**src/rtl/tcdm_burst_pkg.sv**
```systemverilog
// Shared types and constants for the TCDM burst master.
package tcdm_burst_pkg;

  localparam int WORD_BYTES = 4;
  // Widest address/length the live command register can carry; the top truncates to its port widths.
  localparam int CMD_ADDR_W = 64;
  localparam int CMD_LEN_W  = 32;

  typedef enum logic [2:0] {
    IDLE,
    WRITE,
    READ,
    DRAIN,
    DONE
  } burst_state_e;

  typedef struct packed {
    logic                  write;
    logic [CMD_ADDR_W-1:0] addr;
    logic [CMD_LEN_W-1:0]  len;
    logic [3:0]            be;
  } burst_cmd_t;

endpackage

```
**src/rtl/tcdm_burst_master_if.sv**
```systemverilog
// TCDM bank port: single-word request/grant with a fixed 1-cycle read response.
interface tcdm_burst_master_if #(
  parameter int ADDR_WIDTH = 32
) ();

  logic                  req;
  logic                  gnt;
  logic                  wen;
  logic [ADDR_WIDTH-1:0] add;
  logic [31:0]           wdata;
  logic [3:0]            be;
  logic [31:0]           r_data;

  modport master (
    output req, wen, add, wdata, be,
    input  gnt, r_data
  );

  modport slave (
    input  req, wen, add, wdata, be,
    output gnt, r_data
  );

endinterface

```
**src/rtl/tcdm_burst_rsp_fifo.sv**
```systemverilog
// Read-response FIFO; its occupancy feeds the master's request credit.
module tcdm_burst_rsp_fifo #(
  parameter int DEPTH = 4,
  parameter int WIDTH = 32,
  localparam int PTR_W = $clog2(DEPTH),
  localparam int CNT_W = PTR_W + 1
) (
  input  logic             clk_i,
  input  logic             rst_i,
  input  logic             push_i,
  input  logic [WIDTH-1:0] data_i,
  input  logic             pop_i,
  output logic [WIDTH-1:0] data_o,
  output logic             empty_o,
  output logic [CNT_W-1:0] count_o
);

  logic [WIDTH-1:0] mem [DEPTH];
  logic [PTR_W-1:0] wr_ptr, rd_ptr;
  logic [CNT_W-1:0] count;

  always_ff @(posedge clk_i) begin
    if (push_i) mem[wr_ptr] <= data_i;
  end

  always_ff @(posedge clk_i) begin
    if (rst_i) begin
      wr_ptr <= '0;
      rd_ptr <= '0;
      count  <= '0;
    end else begin
      if (push_i) wr_ptr <= wr_ptr + 1'b1;
      if (pop_i)  rd_ptr <= rd_ptr + 1'b1;
      case ({push_i, pop_i})
        2'b10:   count <= count + 1'b1;
        2'b01:   count <= count - 1'b1;
        default: count <= count;
      endcase
    end
  end

  assign empty_o = (count == '0);
  assign count_o = count;
  // Masked so the data output reads as zero whenever nothing is held.
  assign data_o  = empty_o ? '0 : mem[rd_ptr];

endmodule

```
**src/rtl/tcdm_burst_master.sv**
```systemverilog
// Burst-to-single-word TCDM initiator with buffered read responses.
// Optional perf counters are built when TCDM_BURST_MASTER_PERF_EN is defined.
module tcdm_burst_master
  import tcdm_burst_pkg::*;
#(
  parameter int ADDR_WIDTH = 32,
  parameter int LEN_WIDTH  = 16,
  parameter int FIFO_DEPTH = 4
) (
  input  logic                  clk_i,
  input  logic                  rst_i,
  input  logic                  cmd_valid_i,
  output logic                  cmd_ready_o,
  input  logic                  cmd_write_i,
  input  logic [ADDR_WIDTH-1:0] cmd_addr_i,
  input  logic [LEN_WIDTH-1:0]  cmd_len_i,
  input  logic [3:0]            cmd_be_i,
  input  logic [31:0]           wdata_i,
  input  logic                  wvalid_i,
  output logic                  wready_o,
  output logic [31:0]           rdata_o,
  output logic                  rvalid_o,
  input  logic                  rready_i,
  output logic                  busy_o,
  output logic                  done_o,
  tcdm_burst_master_if.master   tcdm
`ifdef TCDM_BURST_MASTER_PERF_EN
  ,
  output logic [31:0]           perf_stall_cycles_o,
  output logic [31:0]           perf_beats_o
`endif
);

  localparam int CNT_W = $clog2(FIFO_DEPTH) + 1;

  burst_state_e     state_q, state_d;
  burst_cmd_t       cmd_q;
  logic             inflight_q;
  logic [CNT_W-1:0] fifo_count;
  logic [CNT_W-1:0] credit;
  logic             fifo_empty;
  logic             fifo_pop;
  logic             req_c;
  logic             beat;

  // Slots not yet spoken for: a granted read owns a slot until its data lands.
  assign credit   = CNT_W'(FIFO_DEPTH) - fifo_count - CNT_W'(inflight_q);
  assign req_c    = ((state_q == WRITE) && wvalid_i) || ((state_q == READ) && (credit != '0));
  assign beat     = req_c & tcdm.gnt;
  assign fifo_pop = ~fifo_empty & rready_i;

  always_ff @(posedge clk_i) begin
    if (rst_i) begin
      state_q    <= IDLE;
      cmd_q      <= '0;
      inflight_q <= 1'b0;
    end else begin
      state_q    <= state_d;
      inflight_q <= beat & ~cmd_q.write;
      if ((state_q == IDLE) && cmd_valid_i) begin
        cmd_q.write <= cmd_write_i;
        cmd_q.addr  <= CMD_ADDR_W'(cmd_addr_i) & ~(CMD_ADDR_W'(WORD_BYTES - 1));
        cmd_q.len   <= CMD_LEN_W'(cmd_len_i);
        cmd_q.be    <= cmd_be_i;
      end else if (beat) begin
        cmd_q.addr <= cmd_q.addr + CMD_ADDR_W'(WORD_BYTES);
        cmd_q.len  <= cmd_q.len - 1'b1;
      end
    end
  end

  always_comb begin
    state_d     = state_q;
    cmd_ready_o = 1'b0;
    wready_o    = 1'b0;
    tcdm.req    = req_c;
    tcdm.wen    = 1'b1;
    tcdm.wdata  = '0;
    unique case (state_q)
      IDLE: begin
        cmd_ready_o = 1'b1;
        if (cmd_valid_i) begin
          if (cmd_len_i == '0)  state_d = DONE;
          else if (cmd_write_i) state_d = WRITE;
          else                  state_d = READ;
        end
      end
      WRITE: begin
        tcdm.wen   = 1'b0;
        tcdm.wdata = wdata_i;
        wready_o   = tcdm.gnt;
        if (beat && (cmd_q.len == CMD_LEN_W'(1))) state_d = DONE;
      end
      READ: begin
        if (beat && (cmd_q.len == CMD_LEN_W'(1))) state_d = DRAIN;
      end
      DRAIN: begin
        if (!inflight_q && fifo_empty) state_d = DONE;
      end
      DONE:    state_d = IDLE;
      default: state_d = IDLE;
    endcase
  end

  assign tcdm.add = cmd_q.addr[ADDR_WIDTH-1:0];
  assign tcdm.be  = cmd_q.be;
  assign busy_o   = (state_q != IDLE);
  assign done_o   = (state_q == DONE);
  assign rvalid_o = ~fifo_empty;

  tcdm_burst_rsp_fifo #(
    .DEPTH (FIFO_DEPTH),
    .WIDTH (32)
  ) u_rsp_fifo (
    .clk_i   (clk_i),
    .rst_i   (rst_i),
    .push_i  (inflight_q),
    .data_i  (tcdm.r_data),
    .pop_i   (fifo_pop),
    .data_o  (rdata_o),
    .empty_o (fifo_empty),
    .count_o (fifo_count)
  );

`ifdef TCDM_BURST_MASTER_PERF_EN
  // Saturating counters that accumulate across bursts until reset.
  always_ff @(posedge clk_i) begin
    if (rst_i) begin
      perf_stall_cycles_o <= '0;
      perf_beats_o        <= '0;
    end else begin
      if (req_c && !tcdm.gnt && !(&perf_stall_cycles_o))
        perf_stall_cycles_o <= perf_stall_cycles_o + 1'b1;
      if (beat && !(&perf_beats_o))
        perf_beats_o <= perf_beats_o + 1'b1;
    end
  end
`endif

endmodule

```
**src/flat_wrapper.sv**
```systemverilog
// flat-port wrapper written by rule: the top's interface ports become plain ports
module tcdm_burst_master_flat import tcdm_burst_pkg::*;
#(
  parameter int ADDR_WIDTH = 32,
  parameter int LEN_WIDTH  = 16,
  parameter int FIFO_DEPTH = 4
)
  (clk_i, rst_i, cmd_valid_i, cmd_ready_o, cmd_write_i, cmd_addr_i, cmd_len_i, cmd_be_i, wdata_i, wvalid_i, wready_o, rdata_o, rvalid_o, rready_i, busy_o, done_o, tcdm_req, tcdm_wen, tcdm_add, tcdm_wdata, tcdm_be, tcdm_gnt, tcdm_r_data);
  tcdm_burst_master_if #(.ADDR_WIDTH(ADDR_WIDTH)) tcdm_i ();
  input  logic clk_i;
  input  logic rst_i;
  input  logic cmd_valid_i;
  output logic cmd_ready_o;
  input  logic cmd_write_i;
  input  logic [ADDR_WIDTH-1:0] cmd_addr_i;
  input  logic [LEN_WIDTH-1:0] cmd_len_i;
  input  logic [3:0] cmd_be_i;
  input  logic [31:0] wdata_i;
  input  logic wvalid_i;
  output logic wready_o;
  output logic [31:0] rdata_o;
  output logic rvalid_o;
  input  logic rready_i;
  output logic busy_o;
  output logic done_o;
  output wire logic [$bits(tcdm_i.req)-1:0] tcdm_req;
  output wire logic [$bits(tcdm_i.wen)-1:0] tcdm_wen;
  output wire logic [$bits(tcdm_i.add)-1:0] tcdm_add;
  output wire logic [$bits(tcdm_i.wdata)-1:0] tcdm_wdata;
  output wire logic [$bits(tcdm_i.be)-1:0] tcdm_be;
  input wire logic [$bits(tcdm_i.gnt)-1:0] tcdm_gnt;
  input wire logic [$bits(tcdm_i.r_data)-1:0] tcdm_r_data;
  assign tcdm_req = tcdm_i.req;
  assign tcdm_wen = tcdm_i.wen;
  assign tcdm_add = tcdm_i.add;
  assign tcdm_wdata = tcdm_i.wdata;
  assign tcdm_be = tcdm_i.be;
  assign tcdm_i.gnt = tcdm_gnt;
  assign tcdm_i.r_data = tcdm_r_data;
  tcdm_burst_master #(.ADDR_WIDTH(ADDR_WIDTH), .LEN_WIDTH(LEN_WIDTH), .FIFO_DEPTH(FIFO_DEPTH)) u_core (.clk_i(clk_i), .rst_i(rst_i), .cmd_valid_i(cmd_valid_i), .cmd_ready_o(cmd_ready_o), .cmd_write_i(cmd_write_i), .cmd_addr_i(cmd_addr_i), .cmd_len_i(cmd_len_i), .cmd_be_i(cmd_be_i), .wdata_i(wdata_i), .wvalid_i(wvalid_i), .wready_o(wready_o), .rdata_o(rdata_o), .rvalid_o(rvalid_o), .rready_i(rready_i), .busy_o(busy_o), .done_o(done_o), .tcdm(tcdm_i));
endmodule
```
**config.mk**
```make
export PLATFORM = sky130hd
export DESIGN_NAME = tcdm_burst_master_flat
export DESIGN_NICKNAME = d
export VERILOG_FILES = /design/src/rtl/tcdm_burst_pkg.sv /design/src/rtl/tcdm_burst_master_if.sv /design/src/rtl/tcdm_burst_rsp_fifo.sv /design/src/rtl/tcdm_burst_master.sv /design/src/flat_wrapper.sv
export SDC_FILE = /design/constraint.sdc
export NUM_CORES = 1
export LEC_CHECK = 0
export ABC_CLOCK_PERIOD_IN_PS = 2400
export BUFFER_PORTS_ARGS = -buffer_cell sky130_fd_sc_hd__buf_2
export CAP_MARGIN = 20
export CORE_MARGIN = 3
export CORE_UTILIZATION = 49
export CTS_BUF_LIST = sky130_fd_sc_hd__clkbuf_16
export CTS_CLUSTER_DIAMETER = 200
export CTS_CLUSTER_SIZE = 28
export DETAILED_ROUTE_END_ITERATION = 6
export PLACE_DENSITY = 0.75
export SYNTH_ARGS = -nofsm -noshare
export SYNTH_HDL_FRONTEND = slang
export SYNTH_HIERARCHICAL = 1
export SYNTH_SLANG_ARGS = --single-unit
```
**constraint.sdc**
```tcl
create_clock -name clk_i -period 2.4 [get_ports clk_i]
set_input_delay 0.48 -clock clk_i [delete_from_list [all_inputs] [get_ports clk_i]]
set_output_delay 0.48 -clock clk_i [all_outputs]
set_load 0.02 [all_outputs]
```
==> flow_summary.toml, run 1 <==
[finish]
final_cell_mix = "213 x buf_2, 128 x edfxtp_1, 77 x dfxtp_1"
finalNonFillerCells = 1316
fin_area_mm2 = 0.0119
fillers = 1577
synthToLayoutAreaGrowth_pct = 19.4
drive_gt1_frac = 0.341
final_common_cell = "buf_2"
nets = 1181
final_util = 0.602

[critical_path]
worst-path-buf-inv = 3
crit_required_ns = 1.92
critPathMaxStageDelay_ns = 0.36
cpMaxStageDelayCell = "dfxtp_2"
crit_chain = "inv_2 -> ha_4 -> ha_4 -> xor2_2 -> o311ai_1 -> buf_4 -> a21oi_2 -> buf_6"
cp_max_fo = 2
crit_family = "buffers and inverters"
worstSetupEndpointType = "primary output"
critical_path_class = "flip-flop to primary output"
cp.arrival_ns = 1.95
worst_path_most_repeated_cell = "ha_4"
start_kind = "flip-flop"

[placed_design]
dp_hpwl_um = 16000
dp_cells = 1294
post_dp_cell_area_mm2 = 0.0113
gp_congestion = 0.844
io_buffers = 225
place_ws_ns = 0.0832

[min_path]
min_path_type = "primary input to flip-flop"

[die]
fp.dieH_um = 148
die_area_mm2 = 0.0220
core_area_mm2 = 0.0197
io_pins = 230
rows = 51
die_w_um = 148
start_util = 0.504

[timing]
finalHoldViolations = 0
hold_slack_ns = 0.228
min_period_ns = 2.43
fmax_ghz = 0.412
rsz0062_at_grt = "yes"
skew_ns = 0.0253
layout_setup_ws_ns = -0.0270
fin_crit_sh = 1.01
tns_ns = -0.0393
finalSetupViolCount = 2
slew_violations = 0

[global_route]
antenna_found_initial = 4
grt_pass1_vias = 7109
grt_pass1_wl_um = 36200
overflow = 0
grtUsageTotal = 0.200
grt_max_degree = 67

[clocking]
cts.sinks = 208
numCtsBuffers = 11
clock_path_buffers = 3
cts_tree = "yes"
root_buffer = "clkbuf_16"
htree_levels = 1
clk_pin_slew_ns = 0.10
clk_latency_ns = 0.47

[routing]
wl_met3_um = 1650
drt_iter0_drc = 428
vias = 7376
wl_met1_um = 9630
drc_errors = 0
drtPass1Iterations = 4
wl_um = 23200
routed.top_layer = "met5"
dr_wl_met2_um = 11300
vias_per_cell = 5.60
ant_nets = 0
avgRoutedWirePerCell_um = 17.6

[logic_synthesis]
yosys_warnings = 6
syn_inst = 842
mappedNetlistArea_mm2 = 0.00993
synth-seq-cells = 208
synth-seq-area-share = 0.548
ys.flop_type = "edfxtp_1"
synth.distinct_cells = 65
syn_area_per_cell_um2 = 11.8
synth_edf_count = 128
async_flop_share = 0

[power]
leakage_nw = 4.44
pwr_density_cell_mw_per_mm2 = 962
vdd.ir_drop.worst_uv = 567
p_total_mw = 11.4

[run_status]
outcome = "finished with violations"
violations = "negative setup slack"

[job]
cap_violations = 0
[cells in the mapped netlist, types with 20 or more instances]
library cell | count | area share
edfxtp_1 | 128 | 0.39
dfxtp_1 | 80 | 0.16
nand2_1 | 62 | 0.023
and2_1 | 43 | 0.027
a21oi_1 | 39 | 0.020
nor2b_1 | 39 | 0.025
buf_4 | 37 | 0.028
nor2_1 | 36 | 0.014
clkbuf_1 | 32 | 0.012
mux4_2 | 32 | 0.073
or4_1 | 23 | 0.017
inv_1 | 21 | 0.0079
nand3_1 | 20 | 0.010
[path summary, 6_finish.rpt]
path	from	slack, ns	depth (start not counted)	endpoint
setup / recovery	u_core/inflight_q	-0.03	8	tcdm_req
hold / removal	tcdm_r_data[4]	0.23	1	u_core/u_rsp_fifo/mem[0][4]
setup reg to reg	u_core/inflight_q	0.15	9	u_core/tcdm.add[28]
hold reg to reg	u_core/cmd_q[100]	0.43	1	u_core/inflight_q
[metal layers]
| layer | global-route usage | up-vias |
|---|---|---|
| li1 | - | 3555 |
| met1 | 0.267 | 3501 |
| met2 | 0.340 | 271 |
| met3 | 0.0366 | 43 |
| met4 | 0.0527 | 6 |
| met5 | 0 | - |
[registers in the layout, indices dropped and copies added, names as in the netlist, named ones only]
register,flops
u_core/cmd_q,33
u_core/inflight_q,1
u_core/state_q,3
u_core/tcdm.add,30
u_core/tcdm.be,4
u_core/u_rsp_fifo/count_o,3
u_core/u_rsp_fifo/mem,128
u_core/u_rsp_fifo/rd_ptr,2
u_core/u_rsp_fifo/wr_ptr,2
[cell families (layout without fill, tap and decap cells)]
family | after synthesis | after routing | share of synthesized area
simple gates | 302 | 302 | 0.174
flops | 208 | 208 | 0.548
compound gates | 152 | 152 | 0.105
buf+inv | 108 | 315 | 0.0593
mux | 42 | 42 | 0.0827
xor+xnor | 18 | 18 | 0.0159
fa+ha+maj | 11 | 11 | 0.0146
other cells | 1 | 3 | 0.000377
[repair_timing]
| action | 4_1_cts | 5_1_grt |
|---|---|---|
| hold buffers | 0 | 0 |
| gates cloned | 0 | 3 |
| endpoints found under the hold margin | 0 | 0 |
| setup buffers | 2 | 0 |
| endpoints found under the setup margin | 29 | 26 |
| pin swaps | 4 | 2 |
| resized for setup | 14 | 29 |
[area by class of cell]
class | instances | area [um2] | area share
Sequential cell | 208 | 5450 | 0.460
Multi-Input combinational cell | 527 | 4010 | 0.338
Timing Repair Buffer | 277 | 1680 | 0.141
Tap cell | 265 | 332 | 0.0280
Clock buffer | 11 | 275 | 0.0232
Inverter | 22 | 82.6 | 0.00696
Clock inverter | 5 | 31.3 | 0.00264
Antenna cell | 1 | 2.50 | 0.000211
[power breakdown]
part | switching [mW] | internal (mW)
Combinational | 2.93 | 2.03
Clock | 1.09 | 0.857
Sequential | 0.359 | 4.15
Note: power is estimated with default switching activity, not from simulation.
==> inputs of run 2 (changes only) <==
- ABC_AREA: not set -> 1
- CORE_UTILIZATION: 49 -> 50
- PLACE_DENSITY: 0.75 -> 0.79
==> run 2 against run 1 <==
  * The run now ends clean
  * Critical path depth stayed put
  * Core utilization fell by 0.67 points
  * Sequential power about the same
  * Power increased by 4.2%
  * Cell count is 39% higher
  * Area after synthesis grew 8.0%
  * Largest cell class unchanged
==> flow_summary.toml, run 2 <==
[logic_synthesis]
synthMostInstantiatedCell = "nand2_1"
synth-seq-cells = 208
yosys-top-cells-area = "edfxtp_1 36%, dfxtp_1 15%, nand2_1 14%"
synth_common_cells = "388 x nand2_1, 252 x nor2_1, 137 x inv_1"
async_flop_share = 0
mappedNetlistArea_mm2 = 0.0107
yosys_warnings = 6
ys.flop_type = "edfxtp_1"
syn_area_per_cell_um2 = 7.82
synth_edf_count = 128
synth.distinct_cells = 40
yosys.area.top_type = "edfxtp_1"
syn_inst = 1373
synth_top_area_frac = 0.358
synth-seq-area-share = 0.507

[clocking]
htree_levels = 1
clk_pin_slew_ns = 0.12
numCtsBuffers = 11
cts.sinks = 208
cts_tree = "yes"
clock_path_buffers = 3
clk_latency_ns = 0.48
cts_hold_buf = 0
root_buffer = "clkbuf_16"

[timing]
rsz0062_at_grt = "no"
min_period_ns = 2.32
finalHoldViolations = 0
fmax_ghz = 0.431
slew_violations = 0
tns_ns = 0
maxSlewHeadroom = 0.661
skew_ns = 0.0315
worstMarginPinSlew_ns = 0.508
finalSetupViolCount = 0
fin_crit_sh = 0.966

[global_route]
overflow = 0
use_met3 = 0.0261
met2_usage = 0.393
grtUsageTotal = 0.222
antenna_found_initial = 1
grt_pass1_wl_um = 43200
met1_usage = 0.300
grt_max_degree = 65
gr-max-usage-layer = "met2"
grt_pass1_vias = 8717

[min_path]
hp-start = "tcdm_r_data[4]"
holdPathStages = 1
min_path_type = "primary input to flip-flop"
hold_end = "u_core/u_rsp_fifo/mem[0][4]"

[critical_path]
critical_path_class = "flip-flop to primary output"
worstSetupEndpointType = "primary output"
crit_required_ns = 1.92
worstRegToRegCells = 13
r2r_setup_slack_ns = 0.18
r2r-start = "u_core/inflight_q"
cp.arrival_ns = 1.84
start_kind = "flip-flop"
cp_max_fo = 2
r2r-end = "u_core/state_q[1]"
cpMaxStageDelayCell = "dfxtp_2"
critPathMaxStageDelay_ns = 0.34
crit_chain = "inv_1 -> ha_1 -> ha_1 -> nor2_1 -> nand3_1 -> nand2_2 -> nand2_2 -> buf_6"

[job]
cap_violations = 0

[finish]
final_util = 0.595
drive_gt1_frac = 0.188
fin_area_mm2 = 0.0123
synthToLayoutAreaGrowth_pct = 14.3
largest_register = "u_core/u_rsp_fifo/mem"
final_common_cell = "nand2_1"
final_cell_mix = "388 x nand2_1, 252 x nor2_1, 223 x buf_2"
largest_reg_flops = 128
nets = 1690

[die]
start_util = 0.520
rows = 52
fp.dieH_um = 152
core_area_mm2 = 0.0206
die_w_um = 152
die_area_mm2 = 0.0233
io_pins = 230

[routing]
ant_nets = 0
drtPass1Iterations = 5
wl_um = 27200
vias = 9439
avgRoutedWirePerCell_um = 14.8
drt_iter0_drc = 834
drc_errors = 0
vias_per_cell = 5.15

[placed_design]
io_buffers = 225
dp_hpwl_um = 19200
gp_congestion = 0.935
post_dp_cell_area_mm2 = 0.0119

[run_status]
outcome = "complete, no violations"

[power]
pwr_density_cell_mw_per_mm2 = 969
leakage_nw = 5.67
vdd.ir_drop.worst_uv = 552
-- run 2: critical path: cells and delay by family (launching register included) --
| family | cells | cell delay (ns) |
|---|---|---|
| and+or+nand+nor | 4 | 0.37 |
| buffers and inverters | 2 | 0.18 |
| adders and majority gates | 2 | 0.49 |
| DFF | 1 | 0.34 |
-- run 2: stage by stage --
| stage | power (mW) | hold WS (ns) | instances | setup WS (ns) |
|---|---|---|---|---|
| after floorplan | 8.42 | 0.398 | 1374 | 0.432 |
| after global placement | 9.75 | 0.419 | 1811 | 0.291 |
| after detailed placement | 9.89 | 0.418 | 1811 | 0.209 |
| after CTS | 11.9 | 0.190 | 1830 | 0.0219 |
| after global routing | 12.7 | 0.190 | 1831 | 0.00460 |
| final | 11.9 | 0.210 | 1833 | 0.0818 |
-- run 2: how the worst max path moves through the flow --
stage / from / to / slack [ns]
floorplan: u_core/inflight_q / u_core/cmd_q[10] / 0.43
detailed placement: u_core/u_rsp_fifo/count_o[0] / u_core/tcdm.add[23] / 0.21
CTS: u_core/inflight_q / tcdm_req / 0.02
finish: u_core/inflight_q / tcdm_req / 0.08
global route: u_core/inflight_q / tcdm_req / 0.005
global placement: u_core/u_rsp_fifo/count_o[0] / u_core/tcdm.add[30] / 0.29
-- run 2: layout make-up --
cell class                      instances  area (um2)
Tap cell                              270         338
Multi-Input combinational cell        938        4200
Clock inverter                          6        35.0
Fill cell                            1836        8360
Timing Repair Buffer                  252        1410
Inverter                              145         546
Sequential cell                       208        5450
Antenna cell                            3        7.51
Clock buffer                           11         275
-- run 2: kinds of logic (layout without fill, tap and decap cells) --
logic type      Yosys count  after routing  synth area share
compound gates          159            159            0.0798
xor+xnor                 16             16            0.0131
fa+ha+maj                11             11            0.0135
buf+inv                 228            414             0.102
flops                   208            208             0.507
other cells               1              5          0.000349
simple gates            750            750             0.284
-- run 2: power breakdown --
part,switching (mW),total [mW],internal (mW),leakage (nW)
Clock,1.11,1.97,0.860,0.170
Combinational,3.67,5.40,1.73,3.70
Sequential,0.360,4.52,4.16,1.81
Total,5.14,11.9,6.75,5.67
-- run 2: repair_timing --
item / CTS / global route
pin swaps: 0 / 1
endpoints found under the setup margin: 1 / 39
resized for setup: 1 / 7
hold endpoints to repair: 0 / 0
buffers inserted: 2 / 0
-- run 2: routing by layer --
layer | part of all wire | up-vias
met5 | 0 | -
met4 | 0.014 | 0
met3 | 0.077 | 34
met2 | 0.49 | 389
met1 | 0.42 | 4314
li1 | - | 4702
